`src/rtl/size.v`:
```
// rtl/size.v - operand width and overflow bound for the LNS datapath
`ifndef SIZE_V
`define SIZE_V
`define WBITS 8
`define MAX 127
`endif

```
`src/rtl/lns_sum_backend.sv`:
```
// rtl/lns_sum_backend.sv - two-stage LNS sum backend z = max(x,y) + sb(|x-y|); LNS_SAT_EN enables saturation
`include "size.v"

module lns_sum_backend #(
  parameter int FRAC = 4
) (
  input  logic                   clk,
  input  logic                   rst_n,
  input  logic                   in_valid,
  output logic                   in_ready,
  input  logic signed [`WBITS:1] x,
  input  logic signed [`WBITS:1] y,
  input  logic signed [`WBITS:1] d,
  input  logic                   x_greater,
  output logic                   out_valid,
  input  logic                   out_ready,
  output logic signed [`WBITS:1] z,
  output logic                   ovf
);

  localparam int W = `WBITS;
  localparam logic signed [W+1:1] MAX_W = (W+1)'(`MAX);
  localparam logic [FRAC+1:1]     ONE   = (FRAC+1)'(1) << FRAC;

  // Stage 1 state: valid bit is reset, operand fields are plain data.
  logic                 v1_q, v1_d;
  logic signed [W:1]    m_q, m_d;
  logic signed [W:1]    k_q, k_d;
  logic [FRAC:1]        f_q, f_d;

  // Stage 2 state: the output register.
  logic                 out_valid_q, out_valid_d;
  logic signed [W:1]    z_q, z_d;
  logic                 ovf_q, ovf_d;

  logic                 adv2;
  logic                 accept;
  logic [FRAC+1:1]      base;
  logic [W+1:1]         c;
  logic signed [W+1:1]  sum_wide;
  logic                 ovf_w;
  logic signed [W:1]    z_next;

  // Handshake: stage 2 can take new data when empty or draining; in_ready never looks at in_valid.
  always_comb begin
    adv2     = !out_valid_q || out_ready;
    in_ready = !v1_q || adv2;
    accept   = in_valid && in_ready;
  end

  // Stage 1 next state: capture the larger operand and split d into integer and fraction.
  always_comb begin
    v1_d = v1_q;
    m_d  = m_q;
    k_d  = k_q;
    f_d  = f_q;
    if (accept) begin
      v1_d = 1'b1;
      m_d  = x_greater ? x : y;
      k_d  = d >>> FRAC;
      f_d  = d[FRAC:1];
    end else if (adv2) begin
      v1_d = 1'b0;
    end
  end

  // Stage 2 datapath: sb(d) approximation, one-bit-wider sum and overflow detection.
  always_comb begin
    base = ONE - (FRAC+1)'(f_q >> 1);
    // A negative d gives a negative k after the arithmetic shift, so both cases zero the correction.
    if (k_q < 0 || k_q >= W) begin
      c = '0;
    end else begin
      c = (W+1)'(base) >> $unsigned(k_q);
    end
    sum_wide = $signed({m_q[W], m_q}) + $signed(c);
    ovf_w    = sum_wide > MAX_W;
`ifdef LNS_SAT_EN
    z_next   = ovf_w ? MAX_W[W:1] : sum_wide[W:1];
`else
    z_next   = sum_wide[W:1];
`endif
  end

  // Stage 2 next state: load only when advancing, otherwise hold the pending result.
  always_comb begin
    out_valid_d = out_valid_q;
    z_d         = z_q;
    ovf_d       = ovf_q;
    if (adv2) begin
      out_valid_d = v1_q;
      if (v1_q) begin
        z_d   = z_next;
        ovf_d = ovf_w;
      end
    end
  end

  // Control and output registers with asynchronous clear.
  always_ff @(posedge clk or negedge rst_n) begin
    if (!rst_n) begin
      v1_q        <= 1'b0;
      out_valid_q <= 1'b0;
      z_q         <= '0;
      ovf_q       <= 1'b0;
    end else begin
      v1_q        <= v1_d;
      out_valid_q <= out_valid_d;
      z_q         <= z_d;
      ovf_q       <= ovf_d;
    end
  end

  // Stage 1 operand registers; meaningless while v1 is low so they need no reset.
  always_ff @(posedge clk) begin
    m_q <= m_d;
    k_q <= k_d;
    f_q <= f_d;
  end

  assign out_valid = out_valid_q;
  assign z         = z_q;
  assign ovf       = ovf_q;

endmodule

```
`config.mk`:
```
export PLATFORM = sky130hd
export DESIGN_NAME = lns_sum_backend
export DESIGN_NICKNAME = d
export VERILOG_FILES = /design/src/rtl/lns_sum_backend.sv
export VERILOG_INCLUDE_DIRS = /design/src /design/src/rtl
export SDC_FILE = /design/constraint.sdc
export NUM_CORES = 1
export LEC_CHECK = 0
export CORE_MARGIN = 4
export CORE_UTILIZATION = 42
export DETAILED_ROUTE_END_ITERATION = 8
export GPL_TIMING_DRIVEN = 1
export HOLD_SLACK_MARGIN = 0.03
export PLACE_DENSITY = 0.74
export SLEW_MARGIN = 20
export SYNTH_ARGS = -nofsm -noshare
export SYNTH_HDL_FRONTEND = slang
export SYNTH_SLANG_ARGS = --single-unit
```
`constraint.sdc`:
```
create_clock -name clk -period 2.47 [get_ports clk]
set_clock_uncertainty 0.05 [all_clocks]
set_input_delay 0.494 -clock clk [delete_from_list [all_inputs] [get_ports clk]]
set_output_delay 0.494 -clock clk [all_outputs]
set_load 0.005 [all_outputs]
```
======== Word-level counts from Yosys, hierarchy flattened ========
Index checks and enable logic that the tools add are counted.
storage, ports and cells
  register bits ........................... 27
  input bits .............................. 29
  output and inout port bits .............. 11
  logic and storage cells ................. 25
cells by class
  add/sub/neg operators ................... 2
  $lt $le $gt $ge ......................... 3
  shifts and indexed selects .............. 1
  multiplexer cells ....................... 4
  reduce and logical (&&, ||, !) cells .... 8
operators with widths
  kind                 count
  $add 8x9->9          1
  $gt 9x8->1 const B   1
  $mux 9               1
  $shr 5x8->9          1
  $mux 8               1
  $ge 4x5->1 const B   1
  $sub 5x3->5 const A  1
  $lt 4x1->1 const B   1
  $logic_or 1x1->1     3
  $logic_not 1->1      2
  $mux 1               2
  $reduce_and 2->1     1
  $reduce_bool 2->1    1
  $logic_and 1x1->1    1

======== Depth between registers and ports, before layout ========
  depth after elaboration ................. 5
  gate-level depth with buffers ........... 13
  depth with buffers taken out ............ 13

======== Least setup slack after synthesis ========
OpenSTA, ideal clock, no wires.
  path kind ............................... register to register
  start ................................... register f_q[2] in the netlist's numbering
  end ..................................... register z_q, in the netlist z[8]
  setup time .............................. 82 ps
  data arrival time ....................... 2606 ps
  required time ........................... 2338 ps
  setup slack ............................. -268 ps
  stages on the path, launching flop included .. 13
  path buffers ............................ 0
  clock period less this slack ............ 2738 ps
  path through ............................ edfxtp_1 -> inv_1 -> ha_1 -> ha_1 -> nor2_1 -> a2111oi_0 -> a31oi_1 -> nor2_1 -> ha_1 -> and3_1 -> a2111o_1 -> a31o_1 -> a31oi_1
between the ends
  longest elaborated chain between the ends .. 4
RTL lines
  what                    RTL line                text
  start, declared         lns_sum_backend.sv:29   logic [FRAC:1] f_q, f_d;
  start signal, assigned  lns_sum_backend.sv:118  f_q <= f_d;
  $sub 5x3->5             lns_sum_backend.sv:69   base = ONE - (FRAC+1)'(f_q >> 1);
  $shr 5x8->9             lns_sum_backend.sv:74   c = (W+1)'(base) >> $unsigned(k_q);
  $mux 9                  lns_sum_backend.sv:71   if (k_q < 0 || k_q >= W) begin
  $add 8x9->9             lns_sum_backend.sv:76   sum_wide = $signed({m_q[W], m_q}) + $signed(c);
  end signal, assigned    lns_sum_backend.sv:109  z_q <= z_d;
  end, declared           lns_sum_backend.sv:33   logic signed [W:1] z_q, z_d;
Every way passes these cells.
A chain may end at the register's enable or synchronous reset.

======== Worst setup path in the final report ========
  start ................................... register f_q[3] in the netlist's numbering
  end ..................................... register z_q, in the netlist z[8]
Same word-level chain as after synthesis.

==> results.sh <==
export IMPL_run_status="finished, violations left"
export IMPL_failed_checks="negative setup slack"
export IMPL_largest_net_degree_at_the_start_of_global_routing=16
export IMPL_post_synth_top_area_fraction_pct=32.8
export IMPL_timing_critical_path_required_ps=2680
export IMPL_initialDrtViolationCount=18
export IMPL_finalMaxSlewViolations=0
export IMPL_final_core_utilization_pct=68.1
export IMPL_flow_area_growth_from_synthesis_pct=53.7
export IMPL_yosys_cell_types_count=35
export IMPL_static_leakage_power_nw=0.870
export IMPL_routability_congestion_estimate=0.822
export IMPL_met2RoutedLength_um=1650
export IMPL_clkSlewWorstSetupHoldPaths_ps=140
export IMPL_vias_per_cell=5.04
export IMPL_syn_avg_cell_area_um2=11.5
export IMPL_ctsLongestPathBuffers=2
export IMPL_first_global_vias=1136
export IMPL_synth_register_bits=26
export IMPL_synth_cells=120
export IMPL_rel_slew_slack_pct=68.4
export IMPL_powerDensity_nw_per_um2=481
export IMPL_post_route_worst_setup_slack_ps=-326
export IMPL_finalCriticalPeriod_ps=2800
export IMPL_dpl_hpwl_um=2360
export IMPL_core_area_um2=3100
export IMPL_place_port_buffers=38
export IMPL_die_h_um=65.2
export IMPL_highest_clock_rate_mhz=358
export IMPL_avgRoutedWirePerCell_um=14.4
export IMPL_start_kind="flip-flop"
export IMPL_num_io_pins=40
export IMPL_die_width_um=65.2
export IMPL_nets_in_the_synthesized_netlist=157
export IMPL_ctsHtreeMaxLevel=1
export IMPL_synth_top_cell_by_area="sky130_fd_sc_hd__edfxtp_1"
export IMPL_cts_tree="done"
export IMPL_drt_drc_violations_left=0
export IMPL_ys_seq_area_share_pct=52.8
export IMPL_timing_critical_path_arrival_ps=3000
export IMPL_worst_hold_path_type="primary input to asynchronous set/reset pin"
export IMPL_hold_viol_final=0
export IMPL_worst_r2r_path_depth=11
export IMPL_detail_route_wirelength_met1_um=1270
export IMPL_clk_latency_ps=330
export IMPL_wl_um=3210
export IMPL_drtAntennaViolNets=0
export IMPL_inserted_clock_buffers=3
export IMPL_post_route_cells_drive_above_1_share_pct=28.7
export IMPL_numPlacedInstances=212
export IMPL_numClockSinks=26
export IMPL_floorplan_die_area_um2=4250
export IMPL_cts_root_buf="sky130_fd_sc_hd__clkbuf_4"
export IMPL_timing_worst_slew_pin_value_ps=473
export IMPL_vias=1118
export IMPL_ir_drop_worst_case_vdd_mv=0.278
export IMPL_critPathCaptureType="flip-flop"
export IMPL_setup_violating_endpoint_count_in_the_final_report=7
export IMPL_wl_met3_um=134
export IMPL_fin_cells=222
export IMPL_floorplan_initialDensity_pct=44.3
export IMPL_synth_top_cells_by_area="sky130_fd_sc_hd__edfxtp_1 (33%), sky130_fd_sc_hd__dfrtp_1 (20%), sky130_fd_sc_hd__mux2_2 (6.6%)"
export IMPL_hold_buffers=0
export IMPL_grt_setup_unrepaired="yes"
export IMPL_antennaDiodeCount=0
export IMPL_floorplan_rows=20
export IMPL_drv_max_cap_violation_count=0
export IMPL_finish_net_count=216
export IMPL_layout_worst_path_cycle_share_pct=113
export IMPL_topRoutingLayerUsed="met4"
export IMPL_timing_critical_path_fanout_max=3
export IMPL_grt_antenna_before_repair=0
export IMPL_grt_use_total_pct=15.3
export IMPL_synthesis_yosys_warnings=0
export IMPL_overflow=0
export IMPL_syn_cell_area_um2=1380
export IMPL_path_class="flip-flop to flip-flop"
export IMPL_global_route_wire_length_before_repair_um=5010
export IMPL_drt_pass1_iterations=4
layer usage:
metal	vias to the layer above	GRT usage, %
li1	553	-
met1	518	17.3
met2	34	28.2
met3	13	2.05
met4	0	6.99
met5	-	0
worst paths after layout:
kind	from	end	slack (ps)
min in group clk	z[6]$_DFFE_PN0P_	z[6]$_DFFE_PN0P_	450
max	f_q[3]$_DFFE_PP_	z[8]$_DFFE_PN0P_	-330
min	rst_n	z[4]$_DFFE_PN0P_	410
max in group asynchronous	rst_n	v1_q$_DFFE_PN0P_	1630
min reg2reg	z[6]$_DFFE_PN0P_	z[6]$_DFFE_PN0P_	450
max reg2reg	f_q[3]$_DFFE_PP_	z[8]$_DFFE_PN0P_	-330
cell usage after synthesis:
| library cell | count |
|---|---|
| sky130_fd_sc_hd__mux2_2 | 8 |
| sky130_fd_sc_hd__nor2b_1 | 1 |
| sky130_fd_sc_hd__ha_1 | 7 |
| sky130_fd_sc_hd__nor3_1 | 2 |
| sky130_fd_sc_hd__nor4b_1 | 1 |
| sky130_fd_sc_hd__a2111oi_0 | 2 |
| sky130_fd_sc_hd__xor2_1 | 3 |
| sky130_fd_sc_hd__o211ai_1 | 1 |
| sky130_fd_sc_hd__clkbuf_1 | 3 |
| sky130_fd_sc_hd__a31oi_1 | 2 |
| sky130_fd_sc_hd__a31o_1 | 1 |
| sky130_fd_sc_hd__a22oi_1 | 1 |
| sky130_fd_sc_hd__nor4_1 | 1 |
| sky130_fd_sc_hd__nand3b_1 | 1 |
| sky130_fd_sc_hd__o21ai_0 | 6 |
| sky130_fd_sc_hd__buf_2 | 1 |
| sky130_fd_sc_hd__and3_1 | 2 |
| sky130_fd_sc_hd__edfxtp_1 | 15 |
| sky130_fd_sc_hd__nand2b_1 | 4 |
| sky130_fd_sc_hd__a211oi_1 | 2 |
| sky130_fd_sc_hd__o22ai_1 | 1 |
| sky130_fd_sc_hd__a21oi_1 | 2 |
| sky130_fd_sc_hd__xnor2_1 | 2 |
| sky130_fd_sc_hd__or2_2 | 1 |
| sky130_fd_sc_hd__inv_1 | 5 |
| sky130_fd_sc_hd__nor2_1 | 4 |
| sky130_fd_sc_hd__a2111o_1 | 1 |
| sky130_fd_sc_hd__fa_1 | 1 |
| sky130_fd_sc_hd__and2_1 | 3 |
| sky130_fd_sc_hd__mux2i_1 | 2 |
| sky130_fd_sc_hd__and3_2 | 2 |
| sky130_fd_sc_hd__a21o_1 | 3 |
| sky130_fd_sc_hd__nand2_1 | 16 |
| sky130_fd_sc_hd__dfrtp_1 | 11 |
| sky130_fd_sc_hd__nand4_1 | 2 |
metrics by stage:
| step | area (um^2) | power [mW] | hold slack [ps] | TNS (ps) | worst slack, ps |
|---|---|---|---|---|---|
| after floorplan | 1400 | 0.650 | 148 | -157 | -82.6 |
| after global placement | 1930 | 0.786 | 411 | -532 | -145 |
| final | 2110 | 1.02 | 412 | -1350 | -326 |
| after detailed placement | 1930 | 0.799 | 428 | -2040 | -365 |
| after global routing | 2110 | 1.08 | 452 | -2450 | -464 |
| after CTS | 2010 | 0.995 | 431 | -1060 | -247 |
where the power goes:
group	total (mW)	internal, mW	switching, mW	leakage (nW)
logic	0.285	0.173	0.113	0.578
clock network	0.191	0.0635	0.127	0.0150
registers	0.541	0.510	0.0306	0.276
cell usage in the layout (no fill, tap or decap), types with 2 or more instances in the layout:
cell type	count
sky130_fd_sc_hd__a2111oi_4	2
sky130_fd_sc_hd__a211oi_2	2
sky130_fd_sc_hd__a21o_1	3
sky130_fd_sc_hd__a31oi_1	2
sky130_fd_sc_hd__and2_1	3
sky130_fd_sc_hd__and3_1	2
sky130_fd_sc_hd__buf_4	19
sky130_fd_sc_hd__clkbuf_4	3
sky130_fd_sc_hd__clkdlybuf4s50_1	38
sky130_fd_sc_hd__dfrtp_1	11
sky130_fd_sc_hd__edfxtp_1	15
sky130_fd_sc_hd__ha_1	4
sky130_fd_sc_hd__ha_2	2
sky130_fd_sc_hd__inv_1	5
sky130_fd_sc_hd__mux2_2	8
sky130_fd_sc_hd__mux2i_1	2
sky130_fd_sc_hd__nand2_1	15
sky130_fd_sc_hd__nand2b_1	4
sky130_fd_sc_hd__nand4_1	2
sky130_fd_sc_hd__nor2_1	3
sky130_fd_sc_hd__nor3_4	2
sky130_fd_sc_hd__o21ai_1	4
sky130_fd_sc_hd__xnor2_2	2
sky130_fd_sc_hd__xor2_1	3
final cells by class:
type                    count  area (um^2)
fillers                   268          990
clock buffers               4         26.3
flip-flops and latches     26          726
repair buffers             58          534
well taps                  44         55.1
inverters                   5         18.8
multi-input cells          85          753
registers in the layout, indices dropped and copies added, names as in the netlist:
name	count
m_q	8
z	8
k_q	4
f_q	3
out_valid	1
ovf	1
v1_q	1
worst max-delay path: stages, from the launching register on:
cell and delay [ps]:
sky130_fd_sc_hd__edfxtp_1 410, sky130_fd_sc_hd__buf_4 160, sky130_fd_sc_hd__nor3_4 330, sky130_fd_sc_hd__o21ai_2 90
sky130_fd_sc_hd__nand2b_1 120, sky130_fd_sc_hd__buf_4 130, sky130_fd_sc_hd__nor3_4 30, sky130_fd_sc_hd__ha_1 330
sky130_fd_sc_hd__and3_1 200, sky130_fd_sc_hd__a2111o_1 460, sky130_fd_sc_hd__a31o_1 250, sky130_fd_sc_hd__a31oi_1 150
logic make-up (layout without fill, tap and decap cells):
kind of cell,Yosys count,after routing,share of synthesized area [%]
compound gates,22,22,10.8
buf+inv,9,67,2.55
fa+ha+maj,8,8,7.83
simple gates,40,40,14.8
xor+xnor,5,5,3.19
mux,10,10,8.01
flops,26,26,52.8
what timing repair did:
action / in CTS / in global routing
pin swaps: 4 / 25
buffers inserted: 3 / 4
setup endpoints to repair: 8 / 8
gates resized for setup: 9 / 17
(Power assumes the default switching activity.)
